## src/rtl/inta_sequencer.sv

```systemverilog
// 8259-style interrupt-acknowledge sequencer.
// Tracks the two CPU INTA pulses, freezes the winning request at the first
// falling edge, drives or matches the cascade bus depending on role, gates the
// vector onto the data bus during the second pulse and issues ISR strobes.
//
// state | meaning
// ------+------------------------------------------------------------
// IDLE  | no acknowledge in progress, waiting for an armed INTA fall
// ACK1  | first INTA pulse low, request frozen
// GAP   | between pulses, gap counter running toward abort
// ACK2  | second INTA pulse low, vector driven if this device owns it
module inta_sequencer #(
  parameter int GAP_TIMEOUT = 64,
  parameter int CNT_W       = 7
) (
  input  logic       clk,
  input  logic       rst_n,
  input  logic       intaN,
  input  logic       SNGL,
  input  logic       SP,
  input  logic       AEOI,
  input  logic [7:0] slaveReg,
  input  logic       reqValid,
  input  logic [2:0] reqId,
  input  logic [2:0] cascIn,
  output logic [2:0] cascOut,
  output logic       cascOe,
  output logic       vecOe,
  output logic [2:0] vecId,
  output logic       isrSet,
  output logic       isrClr,
  output logic [2:0] isrId,
  output logic       spurious,
  output logic       busy,
  output logic       abort
);

  typedef enum logic [1:0] {
    ST_IDLE = 2'd0,
    ST_ACK1 = 2'd1,
    ST_GAP  = 2'd2,
    ST_ACK2 = 2'd3
  } state_t;

  typedef enum logic [1:0] {
    ROLE_SINGLE = 2'd0,
    ROLE_MASTER = 2'd1,
    ROLE_SLAVE  = 2'd2
  } role_t;

  localparam logic [CNT_W-1:0] CNT_LAST = CNT_W'(GAP_TIMEOUT - 1);

  state_t           state;
  role_t            role_q;
  role_t            role_now;
  logic             inta_s1;
  logic             inta_s2;
  logic             inta_d;
  logic             inta_fall;
  logic             inta_rise;
  logic             armed;
  logic             req_at_fall;
  logic             sel;
  logic             set_issued;
  logic [CNT_W-1:0] gap_cnt;
  logic [2:0]       grant;
  logic             grant_spur;
  logic             slave_match;
  logic             vec_en;

  // Two-flop synchroniser plus one delay stage for edge detection. Resetting to
  // 0 means a pin held low through reset never looks like a falling edge.
  always_ff @(posedge clk or negedge rst_n) begin
    if (!rst_n) begin
      inta_s1 <= 1'b0;
      inta_s2 <= 1'b0;
      inta_d  <= 1'b0;
    end else begin
      inta_s1 <= intaN;
      inta_s2 <= inta_s1;
      inta_d  <= inta_s2;
    end
  end

  assign inta_fall = inta_d & ~inta_s2;
  assign inta_rise = ~inta_d & inta_s2;

  // Acknowledges are only accepted once INTA has been observed high after reset.
  always_ff @(posedge clk or negedge rst_n) begin
    if (!rst_n) armed <= 1'b0;
    else if (inta_s2) armed <= 1'b1;
  end

  // Role decode from the live configuration pins, used while idle.
  always_comb begin
    role_now = ROLE_SLAVE;
    if (SNGL) role_now = ROLE_SINGLE;
    else if (SP) role_now = ROLE_MASTER;
  end

  // Winning request at the first fall; no request means a spurious IR7 ack.
  always_comb begin
    grant      = reqValid ? reqId : 3'd7;
    grant_spur = !reqValid;
  end

  // Slave selection by the master's cascade code against our own ID.
  assign slave_match = (cascIn == slaveReg[2:0]) && req_at_fall;

  // Whether this device supplies the vector byte during the second pulse.
  always_comb begin
    vec_en = 1'b0;
    case (role_q)
      ROLE_SINGLE: vec_en = 1'b1;
      ROLE_MASTER: vec_en = !slaveReg[vecId];
      ROLE_SLAVE:  vec_en = sel;
      default:     vec_en = 1'b0;
    endcase
  end

  assign busy = (state != ST_IDLE);

  // Acknowledge sequencer with registered outputs and one-cycle strobes.
  always_ff @(posedge clk or negedge rst_n) begin
    if (!rst_n) begin
      state       <= ST_IDLE;
      role_q      <= ROLE_SINGLE;
      req_at_fall <= 1'b0;
      sel         <= 1'b0;
      set_issued  <= 1'b0;
      gap_cnt     <= '0;
      cascOut     <= 3'd0;
      cascOe      <= 1'b0;
      vecOe       <= 1'b0;
      vecId       <= 3'd0;
      isrSet      <= 1'b0;
      isrClr      <= 1'b0;
      isrId       <= 3'd0;
      spurious    <= 1'b0;
      abort       <= 1'b0;
    end else begin
      isrSet <= 1'b0;
      isrClr <= 1'b0;
      abort  <= 1'b0;
      case (state)
        ST_IDLE: begin
          role_q <= role_now;
          if (inta_fall && armed) begin
            vecId       <= grant;
            isrId       <= grant;
            spurious    <= grant_spur;
            req_at_fall <= reqValid;
            if ((role_now != ROLE_SLAVE) && !grant_spur) begin
              isrSet     <= 1'b1;
              set_issued <= 1'b1;
            end
            if ((role_now == ROLE_MASTER) && slaveReg[grant] && !grant_spur) begin
              cascOut <= grant;
              cascOe  <= 1'b1;
            end
            state <= ST_ACK1;
          end
        end
        ST_ACK1: begin
          if (inta_rise) begin
            if ((role_q == ROLE_SLAVE) && slave_match) begin
              sel        <= 1'b1;
              isrSet     <= 1'b1;
              set_issued <= 1'b1;
            end
            gap_cnt <= '0;
            state   <= ST_GAP;
          end
        end
        ST_GAP: begin
          if (inta_fall) begin
            vecOe <= vec_en;
            state <= ST_ACK2;
          end else if (gap_cnt == CNT_LAST) begin
            // Timeout: an ISR bit already set is left for software to clear.
            abort      <= 1'b1;
            cascOe     <= 1'b0;
            cascOut    <= 3'd0;
            spurious   <= 1'b0;
            sel        <= 1'b0;
            set_issued <= 1'b0;
            state      <= ST_IDLE;
          end else begin
            gap_cnt <= gap_cnt + CNT_W'(1);
          end
        end
        ST_ACK2: begin
          if (inta_rise) begin
            vecOe   <= 1'b0;
            cascOe  <= 1'b0;
            cascOut <= 3'd0;
            if (AEOI && set_issued) begin
              isrClr <= 1'b1;
              isrId  <= vecId;
            end
            sel        <= 1'b0;
            spurious   <= 1'b0;
            set_issued <= 1'b0;
            state      <= ST_IDLE;
          end
        end
        default: state <= ST_IDLE;
      endcase
    end
  end

endmodule

```

## config.mk

```make
export PLATFORM = sky130hd
export DESIGN_NAME = inta_sequencer
export DESIGN_NICKNAME = d
export VERILOG_FILES = /design/src/rtl/inta_sequencer.sv
export SDC_FILE = /design/constraint.sdc
export NUM_CORES = 1
export LEC_CHECK = 0
export ABC_AREA = 1
export BUFFER_PORTS_ARGS = -buffer_cell sky130_fd_sc_hd__buf_4
export CORE_MARGIN = 2
export CORE_UTILIZATION = 35
export DETAILED_ROUTE_END_ITERATION = 16
export HOLD_SLACK_MARGIN = 0.05
export PLACE_DENSITY = 0.6
export SYNTH_ARGS = -nofsm -noshare
export SYNTH_HDL_FRONTEND = slang
export SYNTH_SLANG_ARGS = --single-unit
```

## constraint.sdc

```tcl
create_clock -name clk -period 3.15 [get_ports clk]
set_input_delay 0 -clock clk [delete_from_list [all_inputs] [get_ports clk]]
set_output_delay 0 -clock clk [all_outputs]
set_load 0.02 [all_outputs]
```

== Word level (Yosys, flattened, before mapping) ==
Index checks and enable logic that the tools add are counted.

* Bits in registers: 33
* Output and inout bits: 16
* Input bits: 21
* Logic and storage cells: 128

* Reduce and logical (&&, ||, !) cells: 26
* Equality and inequality tests: 21
* $lt $le $gt $ge: 2
* Multiplexer cells: 55
* Bitwise logic cells: 4
* $add $sub $neg: 1

{| class="wikitable"
|+ Operator list
! kind !! number
|-
| 3-bit 2-to-1 mux || 9
|-
| 2-bit != test (second input constant) || 12
|-
| 1-bit 2-to-1 mux || 23
|-
| 7-bit 2-to-1 mux || 3
|-
| 2-bit 2-to-1 mux || 7
|-
| 7-bit case mux with 2 select lines || 1
|-
| 1-bit case mux with 3 select lines || 4
|-
| 4-bit AND reduction || 3
|-
| 6-bit AND reduction || 2
|-
| 3-bit case mux with 3 select lines || 1
|-
| 3-bit by 4-bit < comparator with 1-bit output (second input constant) || 2
|-
| 2-bit case mux with 4 select lines || 1
|-
| 2-bit nonzero test || 4
|-
| 7-bit by 1-bit adder with 7-bit output (second input constant) || 1
|-
| 7-bit by 6-bit == test with 1-bit output (second input constant) || 1
|-
| 1-bit logical AND || 7
|-
| 7-bit AND reduction || 1
|-
| 1-bit binary-select mux with 3-bit select || 2
|-
| 2-bit by 1-bit == test with 1-bit output (second input constant) || 3
|-
| 2-bit == test (second input constant) || 3
|-
| 3-bit case mux with 2 select lines || 1
|-
| 3-bit nonzero test || 2
|-
| 5-bit AND reduction || 1
|-
| 2-bit zero test || 2
|-
| other kinds (9) || 13
|}

== Logic depth before layout (Yosys ltp) ==
* Depth in word-level cells: 8
* Gate-level depth with buffers: 11
* Gate-level depth less buffers: 11

== Worst setup path after synthesis ==
No wires, ideal clock.

* Kind: register -> register
* Start: reg gap_cnt[0]
* End: reg cascOe
* Path buffers: 0
* Clock period less this slack: 1.422 ns
* Library setup time: 0.117 ns
* Cell stages (with the launch flop): 11
* Setup slack: 1.728 ns
* Arrival time: 1.305 ns
* Cell sequence: dfrtp_1 -> ha_1 -> nand3_2 -> nor2_4 -> nand3b_4 -> nand2_2 -> nand2_4 -> nor2_8 -> nand2_4 -> nand2_1 -> nand2_1

* Word-level cells in the longest chain between the ends: 3

{| class="wikitable"
|+ RTL lines
! element !! RTL line !! source
|-
| from (decl) || 65 || <nowiki>logic [CNT_W-1:0] gap_cnt;</nowiki>
|-
| from (signal assigned) || 189 || <nowiki>gap_cnt <= gap_cnt + CNT_W'(1);</nowiki>
|-
| 7-bit by 6-bit == test with 1-bit output || 179 || <nowiki>end else if (gap_cnt == CNT_LAST) begin</nowiki>
|-
| 2-bit != test (no source line) || n/a ||
|-
| 6-bit AND reduction (no source line) || n/a ||
|-
| to (signal assigned) || 159 || <nowiki>cascOe <= 1'b1;</nowiki>
|-
| to (signal assigned) || 182 || <nowiki>cascOe <= 1'b0;</nowiki>
|-
| to (signal assigned) || 195 || <nowiki>cascOe <= 1'b0;</nowiki>
|-
| to (decl) || 27 || <nowiki>output logic cascOe,</nowiki>
|}

No other way between the ends.
A chain may end at the register's enable or synchronous reset.

== Worst setup path in the final report ==
* Start: reg state[1]
* End: reg role_q[0]

* Word-level cells in the longest chain between the ends: 1

{| class="wikitable"
|+ RTL lines
! element !! RTL line !! source
|-
| from (decl) || 53 || <nowiki>state_t state;</nowiki>
|-
| from (signal assigned) || 126 || <nowiki>state <= ST_IDLE;</nowiki>
|-
| from (signal assigned) || 161 || <nowiki>state <= ST_ACK1;</nowiki>
|-
| from (signal assigned) || 172 || <nowiki>state <= ST_GAP;</nowiki>
|-
| 2-bit zero test || 145 || <nowiki>case (state)</nowiki>
|-
| to (signal assigned) || 147 || <nowiki>role_q <= role_now;</nowiki>
|-
| to (decl) || 54 || <nowiki>role_t role_q;</nowiki>
|}

No other way between the ends.

==> results.sh <==
export IMPL_status="completed"
export IMPL_drt_initial_drc_count=62
export IMPL_post_synth_top_area_cell="dfrtp_1"
export IMPL_cts_root_buf="clkbuf_8"
export IMPL_total_power_mw=2.02
export IMPL_netlist_area_sq_mm=0.00191
export IMPL_slew_headroom_pct=72.1
export IMPL_startpoint="state[1]"
export IMPL_arrival_ns=1.98
export IMPL_skew_ns=0.00678
export IMPL_diodes=0
export IMPL_drc=0
export IMPL_start_util_pct=36.7
export IMPL_clkSinkCount=33
export IMPL_max_stage_delay_ns=0.58
export IMPL_period_needed_ns=1.76
export IMPL_worst_pin_slew_ns=0.418
export IMPL_grt_pass1_vias=1659
export IMPL_slowest_stage="dlygate4sd3_1"
export IMPL_hold_viol_final=0
export IMPL_reg2reg_from="state[1]"
export IMPL_numCtsBuffers=5
export IMPL_rsz0062_at_grt="no"
export IMPL_critPathMaxFanout=8
export IMPL_cts_tree="built"
export IMPL_synth_top_cell_area_share_pct=43.2
export IMPL_reg2reg_to="role_q[0]"
export IMPL_criticalPathCategory="register to register"
export IMPL_ys_flop_type="dfrtp_1"
export IMPL_endpoint_kind="register"
export IMPL_core_area_sq_mm=0.00520
export IMPL_yosysSeqAreaShare_pct=43.2
export IMPL_required_ns=3.36
export IMPL_htreeDepth=2
export IMPL_drive_gt1_share_pct=28.5
export IMPL_crit_end="role_q[0]"
export IMPL_slew_viol_final=0
export IMPL_ant_nets=0
export IMPL_std_cell_rows=26
export IMPL_worstHoldPathType="input port to register"
export IMPL_peakVddDrop_v=0.000384
export IMPL_synthCells=236
export IMPL_final_setup_viol_count=0
export IMPL_reg2reg_slack_ns=1.39
export IMPL_die_y_microns=77.9
export IMPL_async_flop_share_pct=100
export IMPL_nets=306
export IMPL_drt_total_wl_microns=4150
export IMPL_cts_path_max_buffers=2
export IMPL_wl_per_cell_microns=11.7
export IMPL_synth_cell_type_count=31
export IMPL_io_pins=37
export IMPL_p_leak_nw=1.25
export IMPL_clk_latency_ns=0.28
export IMPL_finalCritPeriodShare_pct=56.0
export IMPL_yosys_top_cells_count="58 x nand2_1, 33 x dfrtp_1, 21 x inv_1, 21 x nor2_1, 19 x nand3_1"
export IMPL_first_pass_iters=4
export IMPL_syn_nets=258
export IMPL_synth_area_per_cell_sq_um=8.10
export IMPL_crit_path_start_kind="register"
export IMPL_gp_congestion=0.820
export IMPL_crit_chain="nor2_4, inv_4, o31ai_1, dlygate4sd3_1"
export IMPL_synthTopCellsByArea="dfrtp_1 43%, nand2_1 11%, nand3_1 5.0%, nand2_4 4.7%, o21ai_0 4.2%"
export IMPL_hpwlAfterDp_microns=3230
export IMPL_grt_max_degree=34
export IMPL_setup_tns_ns=0
export IMPL_grt_pass1_wl_microns=7440
export IMPL_cts_resized=0
export IMPL_synth_seq_cells=33
export IMPL_maxCapViolCount=0
export IMPL_grt_remaining_overflow=0
export IMPL_antenna_found_initial=0
export IMPL_via_per_inst=4.69
export IMPL_synth_edff_count=0
export IMPL_synth_most_common_cell="nand2_1"
export IMPL_dr_total_vias=1662
export IMPL_io_buffers=36
export IMPL_fp_dieArea_sq_mm=0.00607
export IMPL_track_usage_pct=15.4
export IMPL_ys_warn_count=0
export IMPL_whs_ns=0.111
export IMPL_areaGrowthSynthToFinish_pct=25.9
export IMPL_timing_fmax_ghz=0.567
export IMPL_clk_pin_slew_ns=0.07
export IMPL_die_x_microns=77.9
export IMPL_rr_worst_depth=4
export IMPL_powerDensity_mw_per_mm2=840
power breakdown:
| part | internal (mW) | switching (mW) |
|---|---|---|
| clock network | 0.173 | 0.146 |
| logic | 0.382 | 0.643 |
| registers | 0.550 | 0.128 |
| total | 1.11 | 0.917 |
per-stage QoR:
| step | setup WS (ns) | area, sq um | instances | utilization (%) |
|---|---|---|---|---|
| floorplan | 1.73 | 1910 | 236 | - |
| global placement | 1.60 | 2250 | 340 | 43.2 |
| detailed placement | 1.58 | 2250 | 340 | 43.2 |
| CTS | 1.42 | 2410 | 354 | 46.3 |
| global route | 1.31 | 2410 | 354 | 46.3 |
| finish | 1.39 | 2410 | 354 | 46.3 |
how the worst min path moves through the flow:
stage | startpoint | endpoint | slack (ns) | cells past startpoint
final | reqId[2] | vecId[2] | 0.11 | 5
after global routing | reqId[2] | vecId[2] | 0.15 | 5
after CTS | reqId[2] | vecId[2] | 0.12 | 5
after detailed placement | rst_n | inta_s2 | -0.02 | 1
after global placement | rst_n | inta_d | -0.03 | 1
after floorplan | rst_n | abort | -0.30 | 0
kinds of logic after synthesis:
kind of cell	synth area share, %
simple gates	36.9
flops	43.2
compound gates	9.75
buf+inv	7.20
xor+xnor	2.29
fa+ha+maj	0.654
layout by cell type (no fill, tap or decap), drive strengths merged, types with 3 or more instances in the layout:
cell | synthesis | final
clkbuf | 0 | 7
nand2 | 73 | 73
dlygate4sd3 | 0 | 7
nor2 | 30 | 30
o21ai | 20 | 20
nor3 | 4 | 4
a21oi | 6 | 6
a31oi | 3 | 3
dfrtp | 33 | 33
inv | 29 | 29
buf | 2 | 36
xor2 | 5 | 5
nand3 | 21 | 21
cell type report:
cell class	instances	area [sq um]
fill	536	2800
multi-input combinational	171	948
sequential	33	826
timing repair buffer	43	340
inverter	30	119
tap	70	87.6
clock buffer	7	86.3
sequential cells by signal, summed over array words and instances (netlist names), 2 cells and up:
register	flops
isrId	3
role_q	2
gap_cnt	7
cascOut	3
vecId	3
state	2
critical path, delay by kind of cell, from the launching register on:
family,cells,cell delay (ns)
buf+inv,2,0.70
compound gates,1,0.20
simple gates,1,0.27
flops,1,0.52
metal layers:
layer	GRT usage (%)	vias to the layer above	routed length [microns]
li1	-	855	-
met4	4.39	0	68
met2	25.1	40	1890
met1	20.1	760	1990
met3	4.19	7	203
met5	0	-	0
repair_timing:
action / CTS / global route
hold buffers: 7 / 0
buffers inserted: 0 / 0
hold endpoints to repair: 38 / 0
Power figures use the tool's default switching activity.
